**src/rtl/adder32_mp_seq.sv**
```systemverilog
// Multi-precision add/subtract sequencer driving an external 32-bit full adder one slice per cycle.
// Optional macro ADDSEQ_OVF_FLAG_EN adds a registered signed-overflow output Ovf.
module adder32_mp_seq #(
  parameter int WORDS = 2
) (
  input  logic                Clk,
  input  logic                Rst_n,
  input  logic                InValid,
  output logic                InReady,
  input  logic [32*WORDS-1:0] OpA,
  input  logic [32*WORDS-1:0] OpB,
  input  logic                Sub,
  output logic                OutValid,
  input  logic                OutReady,
  output logic [32*WORDS-1:0] Result,
  output logic                CO,
`ifdef ADDSEQ_OVF_FLAG_EN
  output logic                Ovf,
`endif
  output logic [31:0]         AddIn1,
  output logic [31:0]         AddIn2,
  output logic                AddCI,
  output logic                AddEnable,
  input  logic [31:0]         AddOut,
  input  logic                AddCO
);

  localparam int W     = 32 * WORDS;
  localparam int IDX_W = (WORDS > 1) ? $clog2(WORDS) : 1;

  typedef enum logic [1:0] {S_IDLE, S_RUN, S_DONE} state_e;

  state_e             state_q, state_d;
  logic [IDX_W-1:0]   idx_q, idx_d;
  logic               carry_q, carry_d;
  logic [W-1:0]       a_q, a_d;
  logic [W-1:0]       b_q, b_d;
  logic               sub_q, sub_d;
  logic [W-1:0]       result_q, result_d;
  logic               co_q, co_d;
  logic               out_valid_q, out_valid_d;
  logic [31:0]        b_slice;
`ifdef ADDSEQ_OVF_FLAG_EN
  logic               ovf_q, ovf_d;
`endif

  always_comb begin
    // NOTE: every output of this block gets a default first so no path leaves it unassigned (no latches).
    state_d     = state_q;
    idx_d       = idx_q;
    carry_d     = carry_q;
    a_d         = a_q;
    b_d         = b_q;
    sub_d       = sub_q;
    result_d    = result_q;
    co_d        = co_q;
    out_valid_d = out_valid_q;
`ifdef ADDSEQ_OVF_FLAG_EN
    ovf_d       = ovf_q;
`endif
    b_slice     = '0;
    AddIn1      = '0;
    AddIn2      = '0;
    AddCI       = 1'b0;
    AddEnable   = 1'b0;

    case (state_q)
      S_IDLE: begin
        if (InValid) begin
          a_d      = OpA;
          b_d      = OpB;
          sub_d    = Sub;
          result_d = '0;
          idx_d    = '0;
          carry_d  = Sub;
          state_d  = S_RUN;
        end
      end
      S_RUN: begin
        // Subtraction is A + ~B + 1: the +1 enters as the initial carry latched at accept.
        b_slice   = b_q[32*idx_q +: 32];
        AddIn1    = a_q[32*idx_q +: 32];
        AddIn2    = sub_q ? ~b_slice : b_slice;
        AddCI     = carry_q;
        AddEnable = 1'b1;
        result_d[32*idx_q +: 32] = AddOut;
        carry_d   = AddCO;
        idx_d     = idx_q + 1'b1;
        if (idx_q == IDX_W'(WORDS - 1)) begin
          co_d        = AddCO;
          out_valid_d = 1'b1;
`ifdef ADDSEQ_OVF_FLAG_EN
          ovf_d       = (AddIn1[31] == AddIn2[31]) && (AddOut[31] != AddIn1[31]);
`endif
          state_d     = S_DONE;
        end
      end
      S_DONE: begin
        if (OutReady) begin
          out_valid_d = 1'b0;
          state_d     = S_IDLE;
        end
      end
      default: state_d = S_IDLE;
    endcase
  end

  always_ff @(posedge Clk) begin
    if (!Rst_n) begin
      // NOTE: operand and result registers are reset too, so an aborted operation leaves nothing behind.
      state_q     <= S_IDLE;
      idx_q       <= '0;
      carry_q     <= 1'b0;
      a_q         <= '0;
      b_q         <= '0;
      sub_q       <= 1'b0;
      result_q    <= '0;
      co_q        <= 1'b0;
      out_valid_q <= 1'b0;
`ifdef ADDSEQ_OVF_FLAG_EN
      ovf_q       <= 1'b0;
`endif
    end else begin
      // NOTE: non-blocking assignments so every flop samples pre-edge values.
      state_q     <= state_d;
      idx_q       <= idx_d;
      carry_q     <= carry_d;
      a_q         <= a_d;
      b_q         <= b_d;
      sub_q       <= sub_d;
      result_q    <= result_d;
      co_q        <= co_d;
      out_valid_q <= out_valid_d;
`ifdef ADDSEQ_OVF_FLAG_EN
      ovf_q       <= ovf_d;
`endif
    end
  end

  assign InReady  = (state_q == S_IDLE);
  assign OutValid = out_valid_q;
  assign Result   = result_q;
  assign CO       = co_q;
`ifdef ADDSEQ_OVF_FLAG_EN
  assign Ovf      = ovf_q;
`endif

endmodule

```
**config.mk**
```make
export PLATFORM = sky130hd
export DESIGN_NAME = adder32_mp_seq
export DESIGN_NICKNAME = d
export VERILOG_FILES = /design/src/rtl/adder32_mp_seq.sv
export SDC_FILE = /design/constraint.sdc
export NUM_CORES = 1
export LEC_CHECK = 0
export CORE_ASPECT_RATIO = 2
export CORE_MARGIN = 2
export CORE_UTILIZATION = 40
export DETAILED_ROUTE_END_ITERATION = 12
export HOLD_SLACK_MARGIN = 0.15
export PLACE_DENSITY_LB_ADDON = 0.3
export SYNTH_ARGS = -nofsm -noshare
export SYNTH_HDL_FRONTEND = slang
export SYNTH_SLANG_ARGS = --single-unit
```
**constraint.sdc**
```tcl
create_clock -name Clk -period 1.5 [get_ports Clk]
set_input_delay 0.3 -clock Clk [delete_from_list [all_inputs] [get_ports Clk]]
set_output_delay 0.3 -clock Clk [all_outputs]
set_load 0.02 [all_outputs]
```
======== Word-level counts from Yosys, hierarchy flattened ========
Cells that the tools add are included.
word-level totals
  input bits .............................. 166
  output and inout bits ................... 133
  flip-flop bits (word level) ............. 199
  word-level logic and storage cells ...... 48
operators by class
  $add $sub $neg .......................... 2
  muxes and demuxes ....................... 19
  eq/ne operators ......................... 5
  reductions and logical operators ........ 8
  shift operators ......................... 4
  bitwise logic cells ..................... 1
operators with widths
  operator                                                number
  one-hot mux 64 bit (2 select lines)                     1
  variable part select 64 x 7 -> 32 bit                   2
  two-way mux 32 bit                                      3
  bitwise mux 64 bit                                      1
  two-way mux 64 bit                                      1
  variable shift 32 x 34 -> 64 bit, first input constant  1
  variable part select 32 x 34 -> 64 bit                  1
  negation 6 -> 34 bit                                    1
  inverter 32 bit                                         1
  two-way mux 1 bit                                       6
  two-way mux 2 bit                                       3
  inequality test 2 bit, second input constant            3
  one-hot mux 1 bit (2 select lines)                      3
  one-hot mux 2 bit (3 select lines)                      1
  AND reduction 2 bit                                     3
  AND reduction 3 bit                                     2
  nonzero test 2 bit                                      2
  equality test 2 x 1 -> 1 bit, second input constant     1
  equality test 2 bit, second input constant              1
  zero test 2 bit                                         1
  adder 1 bit, second input constant                      1

======== Depth between registers and ports, before layout ========
Gate-level depths: netlist of run 1.
  depth after elaboration ................. 4
  depth in mapped cells ................... 7
  gate-level depth less buffers ........... 4

======== Worst setup path after synthesis of run 1 ========
Ideal clock, no wire load.
  path kind ............................... register to output
  from .................................... register idx_q
  to ...................................... output AddIn2[10]
  buffers on the path ..................... 2
  stages on the path, launching flop included .. 6
  data required time ...................... 1.200 ns
  data arrival time ....................... 1.404 ns
  setup slack ............................. -0.204 ns
  cell sequence ........................... dfxtp_1 -> buf_2 -> buf_2 -> mux2i_1 -> xor2_1 -> nor2_1
between the ends
  longest elaborated chain between the ends .. 4
RTL lines
  what                                     RTL line  source
  start: declaration                       34        logic [IDX_W-1:0] idx_q, idx_d;
  start signal: assignment                 126       idx_q <= idx_d;
  variable part select 64 x 7 -> 32 bit *  81        b_slice = b_q[32*idx_q +: 32];
  inverter 32 bit                          83        AddIn2 = sub_q ? ~b_slice : b_slice;
  two-way mux 32 bit *                     83
  two-way mux 32 bit *                     67        case (state_q)
  end: declaration                         21        output logic [31:0] AddIn2,
Every way passes the cells marked *; elsewhere a longest branch is shown, timed or not.

======== Worst setup path after layout of run 1 ========
  from .................................... register idx_q
  to ...................................... output AddIn2[13]
The elaborated chain is that of the path after synthesis.

==> impl_metrics.csv, run 1 <==
group,metric,value,unit
critical_path,crit_chain,"buf_12 -> mux2i_1 -> xor2_1 -> nor2_2 -> buf_6",
synth,postSynthCellCount,993,
outcome,outcome,"finished, violations left",
critical_path,required,1200,ps
layout,final_common_cell,"dfxtp_1",
route,drtPass1Iterations,4,
clock_tree,hold_buffers,0,
floorplan,row_count,73,
grt,grt_antenna_before_repair,6,
clock_tree,cts_root_buffer,"clkbuf_16",
timing,finalHoldViolations,0,
critical_path,crit_arrival,1820,ps
placement,pre_cts_slack,-487,ps
floorplan,core_region_area,19800,um2
outcome,violations,"setup timing",
layout,fill_cells,1080,
grt,grt_pass1_wl,47.0,mm
route,wl_met1,12.7,mm
layout,nets,1512,
clock_tree,clk_latency,460,ps
route,met2_length,21.2,mm
grt,grtUsageTotal,0.285,
pwr,leakagePower,6.86,nW
floorplan,die_area,21400,um2
route,wl_per_cell,24.1,um
synth,synth.avg_cell_area,8.14,um2
timing,rsz0062_at_grt,"true",
critical_path,worstPathMaxFanout,8,
timing,drv_slew,0,
floorplan,die_y,205,um
route,totalWireLength,39.1,mm
hold_path,hold_class,"in -> reg",
critical_path,endpoint_kind,"output port",
timing,setup_viol,262,
timing,setup_ws,-621,ps
placement,port_buffers,298,
flow_run,max-cap-violations,0,
route,drc,0,
critical_path,critical_path_class,"reg -> out",
clock_tree,htree_levels,4,
layout,area_growth,103,%
pwr,powerDensity,929,nW/um2
route,via_per_inst,5.55,
synth,synth_nets,1159,
synth,synthTopCellsByArea,"dfxtp_1 (49%), nand2_1 (17%), a21oi_1 (6.1%)",
critical_path,critPathSlowestCell,"dfxtp_4",
layout,final_cell_mix,"dfxtp_1 (195), nand2_1 (194), clkdlybuf4s50_1 (164)",
synth,ys_seq_area_frac,0.493,
grt,first_global_vias,8655,
grt,gr-total-overflow,0,
synth,syn-cell-area,8080,um2
layout,layout-drive-gt1-share,0.483,
placement,place_hpwl,17.4,mm
critical_path,start_kind,"flip-flop",
timing,relSlewSlack,0.603,
route,ant_nets,0,
synth,ys_warn_count,0,
pwr,ir_worst_vdd,1.24,mV
timing,fin_skew,19.1,ps
floorplan,dieWidth,105,um
floorplan,io_pins,299,
clock_tree,cts_buffer_depth,2,
synth,synth_area_leader_cell,"dfxtp_1",
route,top_layer_used,"met4",
route,dr_wl_met3,2.38,mm
clock_tree,cts_tree,"done",
clock_tree,clock-sinks,199,
placement,gp_congestion,0.784,
grt,grt_max_degree,132,
placement,placedInstanceArea,11800,um2
timing,min_period,2120,ps
timing,fin_crit_sh,1.41,
synth,synth.top_cell.area_share,0.493,
clock_tree,cts_buffers,17,
synth,yosys_register_bits,199,
timing,fmax,471,MHz
timing,worstMarginPinSlew,596,ps
layout,final_cell_area,16400,um2
synth,yosysUniqueCellTypes,25,
floorplan,start_util,0.408,
route,drtIter0Drc,372,
clock_tree,clk_pin_slew,90,ps
route,via_count,9022,
critical_path,critPathMaxStageDelay,450,ps
[metrics by stage]
stage                     power (mW)  hold WS, ps  utilization  std cells  TNS [ps]
after floorplan                 7.25          435            -        993      -341
after global placement          8.35          441        0.595       1499    -85200
after detailed placement        8.39          446        0.595       1499    -89440
after CTS                       14.0          320        0.708       1592    -56430
after global routing            15.6          377        0.827       1625    -69810
final                           15.2          370        0.827       1625    -60660
[worst paths after layout]
path                           start              endpoint  slack [ps]  cells past startpoint
max               idx_q$_SDFFE_PN0P_            AddIn2[13]        -620                      5
min                            Rst_n  b_q[16]$_SDFFE_PN0P_         370                      3
max reg2reg  state_q[0]$_SDFFE_PN0P_  b_q[62]$_SDFFE_PN0P_        -220                      7
min reg2reg          CO$_SDFFE_PN0P_       CO$_SDFFE_PN0P_         460                      2
[logic make-up after synthesis]
| family | after synthesis | share of synthesized area |
|---|---|---|
| DFF | 199 | 0.493 |
| muxes | 33 | 0.0409 |
| AOI/OAI and AO/OA | 231 | 0.179 |
| xor gates and xnor gates | 32 | 0.0347 |
| and+or+nand+nor | 407 | 0.194 |
| buffers and inverters | 91 | 0.0582 |
[state kept, by name, indices dropped and copies added (netlist names)]
register and flops:
CO 1, Result 64, b_q 64, sub_q 1
a_q 64, state_q 2, OutValid 1, carry_q 1
idx_q 1
[cell type report]
class	instances	area, um2	area share
Tap cell	262	328	0.0200
Multi-Input combinational cell	704	6150	0.375
Sequential cell	199	3990	0.244
Clock inverter	12	141	0.00863
Inverter	3	17.5	0.00107
Clock buffer	19	453	0.0276
Antenna cell	5	12.5	0.000764
Timing Repair Buffer	421	5290	0.323
[critical path, delay by kind of cell, from the launching register on]
kind          cells  cell delay, ps
simple gates      1              60
mux               1             350
flops             1             450
buf+inv           2             300
xor+xnor          1             210
[Yosys cell counts]
| master | number |
|---|---|
| a21boi_0 | 32 |
| buf_6 | 9 |
| a21oi_1 | 99 |
| or3b_1 | 2 |
| a22o_1 | 32 |
| nand3b_1 | 1 |
| xor2_1 | 32 |
| buf_2 | 37 |
| nor2_1 | 36 |
| buf_4 | 4 |
| a31oi_1 | 1 |
| dfxtp_1 | 199 |
| nand3_1 | 2 |
| clkbuf_1 | 38 |
| and3b_1 | 1 |
| nor3b_2 | 1 |
| nor3_1 | 1 |
| o22ai_1 | 64 |
| inv_1 | 3 |
| nand2b_1 | 2 |
| mux2i_1 | 33 |
| a21boi_1 | 2 |
| nand2_1 | 359 |
| o2bb2ai_1 | 1 |
| and2_1 | 2 |
[timing repair]
action / CTS / global route
setup buffers: 31 / 24
pin swaps: 97 / 305
endpoints found under the setup margin: 328 / 270
resized for setup: 588 / 530
gates cloned: 32 / 22
[power breakdown]
group | internal (mW) | total (mW) | switching [mW] | leakage, nW
logic | 2.31 | 4.52 | 2.22 | 4.94
registers | 5.59 | 5.91 | 0.321 | 1.63
clock network | 2.57 | 4.79 | 2.22 | 0.293
total | 10.5 | 15.2 | 4.75 | 6.86
[metal layers]
metal / GRT usage / vias up
li1: - / 4035
met1: 0.275 / 4430
met2: 0.553 / 413
met3: 0.0780 / 144
met4: 0.130 / 0
met5: 0 / -
Note: power is estimated with default switching activity, not from simulation.
==> run 2, diff against run 1 <==
--- a/config.mk
+++ b/config.mk
@@ -5,12 +5,14 @@
 export SDC_FILE = /design/constraint.sdc
 export NUM_CORES = 1
 export LEC_CHECK = 0
+export ABC_CLOCK_PERIOD_IN_PS = 1500
 export CORE_ASPECT_RATIO = 2
 export CORE_MARGIN = 2
 export CORE_UTILIZATION = 40
 export DETAILED_ROUTE_END_ITERATION = 12
 export HOLD_SLACK_MARGIN = 0.15
 export PLACE_DENSITY_LB_ADDON = 0.3
+export SLEW_MARGIN = 5
 export SYNTH_ARGS = -nofsm -noshare
 export SYNTH_HDL_FRONTEND = slang
 export SYNTH_SLANG_ARGS = --single-unit
==> results of run 2 <==
No change in the layout: final DEF, timing and power equal those of run 1.
